## src/rtl/tlb_op_ctrl_if.sv

```systemverilog
// ---------------------------------------------------------------------------
// tlb_op_ctrl_if
// Instruction handshake between the commit stage (master) and the TLB
// maintenance sequencer (slave).
//   op_valid / op_ready : request handshake, accepted when both are high
//   op_code             : 0 SRCH, 1 RD, 2 WR, 3 FILL, 4 INV, 5-7 no-op
//   inv_op/asid/vpn     : INVTLB operands
//   op_done             : one-cycle completion pulse from the sequencer
// ---------------------------------------------------------------------------
interface tlb_op_ctrl_if;
  logic        op_valid;
  logic        op_ready;
  logic [2:0]  op_code;
  logic [4:0]  inv_op;
  logic [9:0]  inv_asid;
  logic [18:0] inv_vpn;
  logic        op_done;

  modport master (
    output op_valid, op_code, inv_op, inv_asid, inv_vpn,
    input  op_ready, op_done
  );

  modport slave (
    input  op_valid, op_code, inv_op, inv_asid, inv_vpn,
    output op_ready, op_done
  );
endinterface

```

## src/rtl/tlb_op_ctrl.sv

```systemverilog
// ---------------------------------------------------------------------------
// tlb_op_ctrl
// Sequencer for the LoongArch32 TLB maintenance instructions (TLBSRCH, TLBRD,
// TLBWR, TLBFILL, INVTLB). Accepts one instruction at a time from commit,
// runs the array access and produces the TLB CSR update strobes.
// Ports:
//   clk, rst_n            : clock, asynchronous active-low reset
//   op_bus                : instruction handshake and INVTLB operands
//   csr_index, csr_vpn    : TLBIDX.Index and TLBEHI.VPN, captured on accept
//   exc_vld               : exception is writing TLBEHI this cycle
//   srch_vpn/hit/idx      : search key out, combinational search result in
//   rd_idx, rd_e/g/asid/vpn : array read index out, entry fields in
//   tlb_we, tlb_widx      : array write strobe and index
//   inv_en                : clear E bit of entry rd_idx
//   TLBRD_en, TLB_VPN     : TLBEHI load from TLBRD
//   idx_we/ne/index       : TLBIDX update
// ---------------------------------------------------------------------------
module tlb_op_ctrl #(
  parameter int TLB_NUM = 16,
  parameter int IDX_W   = 4
) (
  input  logic              clk,
  input  logic              rst_n,
  tlb_op_ctrl_if.slave      op_bus,
  input  logic [IDX_W-1:0]  csr_index,
  input  logic [18:0]       csr_vpn,
  input  logic              exc_vld,
  output logic [18:0]       srch_vpn,
  input  logic              srch_hit,
  input  logic [IDX_W-1:0]  srch_idx,
  output logic [IDX_W-1:0]  rd_idx,
  input  logic              rd_e,
  input  logic              rd_g,
  input  logic [9:0]        rd_asid,
  input  logic [18:0]       rd_vpn,
  output logic              tlb_we,
  output logic [IDX_W-1:0]  tlb_widx,
  output logic              inv_en,
  output logic              TLBRD_en,
  output logic [18:0]       TLB_VPN,
  output logic              idx_we,
  output logic              idx_ne,
  output logic [IDX_W-1:0]  idx_index,
  output logic              op_done
);

  localparam logic [IDX_W-1:0] LAST_IDX = IDX_W'(TLB_NUM - 1);

  typedef enum logic [2:0] {
    ST_IDLE,
    ST_SRCH,
    ST_RD,
    ST_WR,
    ST_INV,
    ST_DONE
  } state_e;

  state_e           state_q, state_d;
  logic [IDX_W-1:0] index_q, index_d;
  logic [18:0]      vpn_q, vpn_d;
  logic [IDX_W-1:0] widx_q, widx_d;
  logic [4:0]       inv_op_q, inv_op_d;
  logic [9:0]       inv_asid_q, inv_asid_d;
  logic [18:0]      inv_vpn_q, inv_vpn_d;
  logic [IDX_W-1:0] rand_q, rand_d;
  logic [IDX_W-1:0] walk_q, walk_d;

  logic             asid_match;
  logic             vpn_match;
  logic             inv_match;

  assign op_done = (state_q == ST_DONE);

  always_ff @(posedge clk or negedge rst_n) begin
    if (!rst_n) begin
      state_q    <= ST_IDLE;
      index_q    <= '0;
      vpn_q      <= '0;
      widx_q     <= '0;
      inv_op_q   <= '0;
      inv_asid_q <= '0;
      inv_vpn_q  <= '0;
      rand_q     <= '0;
      walk_q     <= '0;
    end else begin
      state_q    <= state_d;
      index_q    <= index_d;
      vpn_q      <= vpn_d;
      widx_q     <= widx_d;
      inv_op_q   <= inv_op_d;
      inv_asid_q <= inv_asid_d;
      inv_vpn_q  <= inv_vpn_d;
      rand_q     <= rand_d;
      walk_q     <= walk_d;
    end
  end

  // INVTLB selection rule for the entry currently on rd_idx.
  always_comb begin
    asid_match = (rd_asid == inv_asid_q);
    vpn_match  = (rd_vpn == inv_vpn_q);
    inv_match  = 1'b0;
    case (inv_op_q)
      5'd0, 5'd1: inv_match = 1'b1;
      5'd2:       inv_match = rd_g;
      5'd3:       inv_match = ~rd_g;
      5'd4:       inv_match = ~rd_g & asid_match;
      5'd5:       inv_match = ~rd_g & asid_match & vpn_match;
      5'd6:       inv_match = (rd_g | asid_match) & vpn_match;
      default:    inv_match = 1'b0;
    endcase
  end

  // Next-state and strobe logic. Outputs that carry indices or keys default
  // to captured registers so they read zero out of reset; the rand counter
  // wraps naturally because TLB_NUM is a power of two.
  always_comb begin
    state_d    = state_q;
    index_d    = index_q;
    vpn_d      = vpn_q;
    widx_d     = widx_q;
    inv_op_d   = inv_op_q;
    inv_asid_d = inv_asid_q;
    inv_vpn_d  = inv_vpn_q;
    rand_d     = rand_q + IDX_W'(1);
    walk_d     = walk_q;

    op_bus.op_ready = (state_q == ST_IDLE);
    srch_vpn        = vpn_q;
    rd_idx          = (state_q == ST_INV) ? walk_q : index_q;
    tlb_we          = 1'b0;
    tlb_widx        = widx_q;
    inv_en          = 1'b0;
    TLBRD_en        = 1'b0;
    TLB_VPN         = '0;
    idx_we          = 1'b0;
    idx_ne          = 1'b0;
    idx_index       = index_q;

    unique case (state_q)
      ST_IDLE: begin
        if (op_bus.op_valid) begin
          index_d    = csr_index;
          vpn_d      = csr_vpn;
          inv_op_d   = op_bus.inv_op;
          inv_asid_d = op_bus.inv_asid;
          inv_vpn_d  = op_bus.inv_vpn;
          walk_d     = '0;
          // FILL writes the slot chosen by the rand counter at accept time.
          widx_d     = (op_bus.op_code == 3'd3) ? rand_q : csr_index;
          case (op_bus.op_code)
            3'd0:       state_d = ST_SRCH;
            3'd1:       state_d = ST_RD;
            3'd2, 3'd3: state_d = ST_WR;
            3'd4:       state_d = ST_INV;
            default:    state_d = ST_DONE;
          endcase
        end
      end

      ST_SRCH: begin
        if (!exc_vld) begin
          idx_we = 1'b1;
          idx_ne = ~srch_hit;
          if (srch_hit) begin
            idx_index = srch_idx;
          end
        end
        state_d = ST_DONE;
      end

      ST_RD: begin
        // An exception in this cycle owns TLBEHI, so the read is dropped.
        if (!exc_vld) begin
          idx_we = 1'b1;
          if (rd_e) begin
            TLBRD_en = 1'b1;
            TLB_VPN  = rd_vpn;
          end else begin
            idx_ne = 1'b1;
          end
        end
        state_d = ST_DONE;
      end

      ST_WR: begin
        tlb_we  = 1'b1;
        state_d = ST_DONE;
      end

      ST_INV: begin
        if (exc_vld) begin
          walk_d  = '0;
          state_d = ST_DONE;
        end else begin
          inv_en = rd_e & inv_match;
          if (walk_q == LAST_IDX) begin
            walk_d  = '0;
            state_d = ST_DONE;
          end else begin
            walk_d = walk_q + IDX_W'(1);
          end
        end
      end

      ST_DONE: begin
        state_d = ST_IDLE;
      end

      default: begin
        state_d = ST_IDLE;
      end
    endcase
  end

  assign op_bus.op_done = op_done;

endmodule

```

## src/flat_wrapper.sv

```systemverilog
// flat-port wrapper written by rule: the top's interface ports become plain ports
module tlb_op_ctrl_flat 
#(
  parameter int TLB_NUM = 16,
  parameter int IDX_W   = 4
)
  (clk, rst_n, csr_index, csr_vpn, exc_vld, srch_vpn, srch_hit, srch_idx, rd_idx, rd_e, rd_g, rd_asid, rd_vpn, tlb_we, tlb_widx, inv_en, TLBRD_en, TLB_VPN, idx_we, idx_ne, idx_index, op_done, op_bus_op_valid, op_bus_op_code, op_bus_inv_op, op_bus_inv_asid, op_bus_inv_vpn, op_bus_op_ready, op_bus_op_done);
  tlb_op_ctrl_if op_bus_i ();
  input  logic clk;
  input  logic rst_n;
  input  logic [IDX_W-1:0] csr_index;
  input  logic [18:0] csr_vpn;
  input  logic exc_vld;
  output logic [18:0] srch_vpn;
  input  logic srch_hit;
  input  logic [IDX_W-1:0] srch_idx;
  output logic [IDX_W-1:0] rd_idx;
  input  logic rd_e;
  input  logic rd_g;
  input  logic [9:0] rd_asid;
  input  logic [18:0] rd_vpn;
  output logic tlb_we;
  output logic [IDX_W-1:0] tlb_widx;
  output logic inv_en;
  output logic TLBRD_en;
  output logic [18:0] TLB_VPN;
  output logic idx_we;
  output logic idx_ne;
  output logic [IDX_W-1:0] idx_index;
  output logic op_done;
  input wire logic [$bits(op_bus_i.op_valid)-1:0] op_bus_op_valid;
  input wire logic [$bits(op_bus_i.op_code)-1:0] op_bus_op_code;
  input wire logic [$bits(op_bus_i.inv_op)-1:0] op_bus_inv_op;
  input wire logic [$bits(op_bus_i.inv_asid)-1:0] op_bus_inv_asid;
  input wire logic [$bits(op_bus_i.inv_vpn)-1:0] op_bus_inv_vpn;
  output wire logic [$bits(op_bus_i.op_ready)-1:0] op_bus_op_ready;
  output wire logic [$bits(op_bus_i.op_done)-1:0] op_bus_op_done;
  assign op_bus_i.op_valid = op_bus_op_valid;
  assign op_bus_i.op_code = op_bus_op_code;
  assign op_bus_i.inv_op = op_bus_inv_op;
  assign op_bus_i.inv_asid = op_bus_inv_asid;
  assign op_bus_i.inv_vpn = op_bus_inv_vpn;
  assign op_bus_op_ready = op_bus_i.op_ready;
  assign op_bus_op_done = op_bus_i.op_done;
  tlb_op_ctrl #(.TLB_NUM(TLB_NUM), .IDX_W(IDX_W)) u_core (.clk(clk), .rst_n(rst_n), .op_bus(op_bus_i), .csr_index(csr_index), .csr_vpn(csr_vpn), .exc_vld(exc_vld), .srch_vpn(srch_vpn), .srch_hit(srch_hit), .srch_idx(srch_idx), .rd_idx(rd_idx), .rd_e(rd_e), .rd_g(rd_g), .rd_asid(rd_asid), .rd_vpn(rd_vpn), .tlb_we(tlb_we), .tlb_widx(tlb_widx), .inv_en(inv_en), .TLBRD_en(TLBRD_en), .TLB_VPN(TLB_VPN), .idx_we(idx_we), .idx_ne(idx_ne), .idx_index(idx_index), .op_done(op_done));
endmodule
```

## config.mk

```make
export PLATFORM = sky130hd
export DESIGN_NAME = tlb_op_ctrl_flat
export DESIGN_NICKNAME = d
export VERILOG_FILES = /design/src/rtl/tlb_op_ctrl_if.sv /design/src/rtl/tlb_op_ctrl.sv /design/src/flat_wrapper.sv
export SDC_FILE = /design/constraint.sdc
export NUM_CORES = 1
export LEC_CHECK = 0
export ABC_AREA = 1
export CORE_MARGIN = 5
export CORE_UTILIZATION = 43
export DETAILED_ROUTE_END_ITERATION = 16
export GPL_ROUTABILITY_DRIVEN = 0
export PLACE_DENSITY = 0.87
export SETUP_SLACK_MARGIN = 0.05
export SLEW_MARGIN = 25
export SYNTH_ARGS = -nofsm -noshare
export SYNTH_HDL_FRONTEND = slang
export SYNTH_SLANG_ARGS = --single-unit
```

## constraint.sdc

```tcl
create_clock -name clk -period 1.8 [get_ports clk]
set_input_delay 0.36 -clock clk [delete_from_list [all_inputs] [get_ports clk]]
set_output_delay 0.36 -clock clk [all_outputs]
set_load 0.02 [all_outputs]
```

==> run summary <==
outcome: finished, violations left
failing checks: negative setup slack
critical path class: reg -> out
Rel. slew slack: 0.749
utilization after layout: 0.750
CTS tree: done
clk sinks: 72
Mapped Nets: 617
DR pass1 iterations: 5
most numerous cell in the Yosys netlist: nand2_1
worst skew pair latency: 0.33 ns
CP Capture Type: primary output
die area: 10700 µm²
Initial Utilization: 0.436
pre-CTS setup slack: -0.855 ns
layout cell share with drive strength beyond 1: 0.253
FF+latch count, synth: 72
pwr dens: 1320 nW/µm²
Row Count: 34
I/O pins: 158
Detail Route Antenna Nets: 0
worst hold path type: in -> async
Max Cap Viol: 0
GR Overflow Total: 0
Ant. Diodes: 0
WL/cell: 15.0 µm
Die H: 103 µm
Root Buffer: clkbuf_8
mapped cell area: 3750 µm²
endpoints failing setup: 31
vias in the first global route: 4177
first-pass GRT wire length: 18700 µm
worst setup margin: -0.299 ns
fin nets: 833
Register Area: 1800 µm²
fraction of registers with async set or reset after synthesis: 1.00
Synth top area share: 0.481
Core Area: 8590 µm²
multi-input logic area: 1890 µm²
die width: 103 µm
RSZ-0062 raised after global routing: yes
drt via density: 4.80
crit start category: flop
Fin Setup TNS: -7.34 ns
clock period minus worst slack: 2.10 ns
Synth cell types: 28
final clock skew: 0.00956 ns
CTS Buffer Depth: 2
Critical Path Fanout Max: 4
synthesized instance count: 515
endpoints failing hold: 0
Top FF cell, synth: dfrtp_1
largest cells by area after synthesis: dfrtp_1, nand2_1, inv_1
Post-Syn Area per Cell: 7.27 µm²
leak pwr: 3.30 nW
Initial DRC Count: 115
DRC: 0
GRT Total Usage: 0.225
Worst VDD drop: 899 µV
post-synthesis sequential area ratio: 0.481
H-tree Lvls: 3
hold slack: 0.421 ns
critical path arrival: 1.74 ns
via count of the routed design: 4049
Final Max Slew Viols: 0
Worst-Margin Slew: 0.377 ns
Yosys top cell by area: dfrtp_1
Tcrit/Tclk final: 1.17
pin count of the biggest net entering global routing: 53
required time of the critical path: 1.44 ns
yosys synthesis warning count: 0
initial antenna violation count: 0
Post-DP HPWL: 8480 µm
fmax: 477 MHz
# port buffers: 157
EDFF count, synth: 0
Routed Wire Length: 12600 µm
Clock Pin Slew Worst Setup and Hold Paths: 0.08 ns
Fill cells: 609
total CTS buffers: 9
most frequent cells after synthesis: nand2_1, dfrtp_1, inv_1
area grow syn2layout: 72.0%
-- stage by stage --
stage          power [mW]  cells  area, µm²
6_report             8.54    844       6440
2_1_floorplan        4.86    515       3790
3_5_place_dp         6.75    810       5760
3_3_place_gp         6.57    810       5760
4_1_cts              8.14    835       6110
5_1_grt              9.17    844       6440
-- path summary, 6_finish.rpt --
kind	from	to	slack [ns]	cells after the start
max	u_core.state_q[1]$_DFFE_PN0P_	idx_index[1]	-0.30	5
min	rst_n	u_core.index_q[1]$_DFFE_PN0P_	0.42	2
max reg2reg	u_core.state_q[1]$_DFFE_PN0P_	u_core.state_q[0]$_DFFE_PN0P_	0.07	11
min reg2reg	u_core.srch_vpn[13]$_DFFE_PN0P_	u_core.srch_vpn[13]$_DFFE_PN0P_	0.48	2
max in group asynchronous	rst_n	u_core.inv_vpn_q[15]$_DFFE_PN0P_	0.76	3
min in group clk	u_core.srch_vpn[13]$_DFFE_PN0P_	u_core.srch_vpn[13]$_DFFE_PN0P_	0.48	2
-- sequential cells by signal, indices dropped and copies added, names as in the netlist --
| register | cells |
|---|---|
| u_core.srch_vpn | 19 |
| u_core.state_q | 3 |
| u_core.tlb_widx | 4 |
| u_core.inv_vpn_q | 19 |
| u_core.walk_q | 4 |
| u_core.rand_q | 4 |
| u_core.inv_asid_q | 10 |
| u_core.inv_op_q | 5 |
| u_core.index_q | 4 |
-- critical path, cell delays in order (launching register included) --
cell and delay, ns:
dfrtp_2 0.44, buf_6 0.13, nor3_4 0.24, nand3_4 0.14
mux2_4 0.33, buf_6 0.13
-- cells in the final DEF, fill, tap and decap left out, types with 2 or more instances in the layout --
cell type / count
clkdlybuf4s50_1: 97
inv_2: 8
buf_4: 55
ha_1: 2
nor3_4: 3
nor2_1: 21
mux2_2: 3
nand2_4: 3
o21ai_0: 25
o22ai_1: 2
nand2_1: 200
dlymetal6s2s_1: 8
nor2_2: 6
xnor2_1: 5
nand3_1: 11
inv_1: 65
o21ai_2: 2
xor2_1: 7
dfrtp_1: 71
dlygate4sd2_1: 16
buf_12: 3
o21ai_1: 14
clkbuf_8: 12
buf_2: 4
nand4_1: 2
buf_6: 31
a21oi_2: 3
nor2_4: 25
nand2_2: 10
o31ai_2: 2
clkinvlp_4: 3
-- logic make-up after synthesis --
| logic type | share of synthesized area |
|---|---|
| simple gates | 0.301 |
| flops | 0.481 |
| mux | 0.0120 |
| fa+ha+maj | 0.00668 |
| buf+inv | 0.100 |
| xor+xnor | 0.0281 |
| compound gates | 0.0708 |
-- where the power goes --
group / switching (mW) / total [mW] / internal, mW
combinational: 2.42 / 4.52 / 2.10
clock: 0.605 / 1.22 / 0.612
sequential: 0.479 / 2.80 / 2.32
-- metal layers --
metal,GRT usage,up-vias,wire length (µm)
met4,0.0697,0,248
met5,0,-,0
met2,0.421,136,6840
li1,-,1985,-
met1,0.248,1912,4710
met3,0.0584,16,827
-- cell type report --
cell class              instances  share of cell area
flip-flops and latches         72               0.280
clock inverters                 4             0.00427
clock buffers                  12              0.0256
well taps                     108              0.0210
repair inverters                2             0.00427
inverters                      75              0.0462
multi-input cells             354               0.293
repair buffers                217               0.326
-- timing repair --
| action | CTS | global route |
|---|---|---|
| hold buffers | 1 | 0 |
| setup buffers | 7 | 8 |
| gates cloned | 2 | 1 |
| pin swaps | 17 | 23 |
| endpoints found under the setup margin | 37 | 72 |
| resized for setup | 241 | 87 |
| hold endpoints to repair | 16 | 0 |
Note: power is estimated with default switching activity, not from simulation.
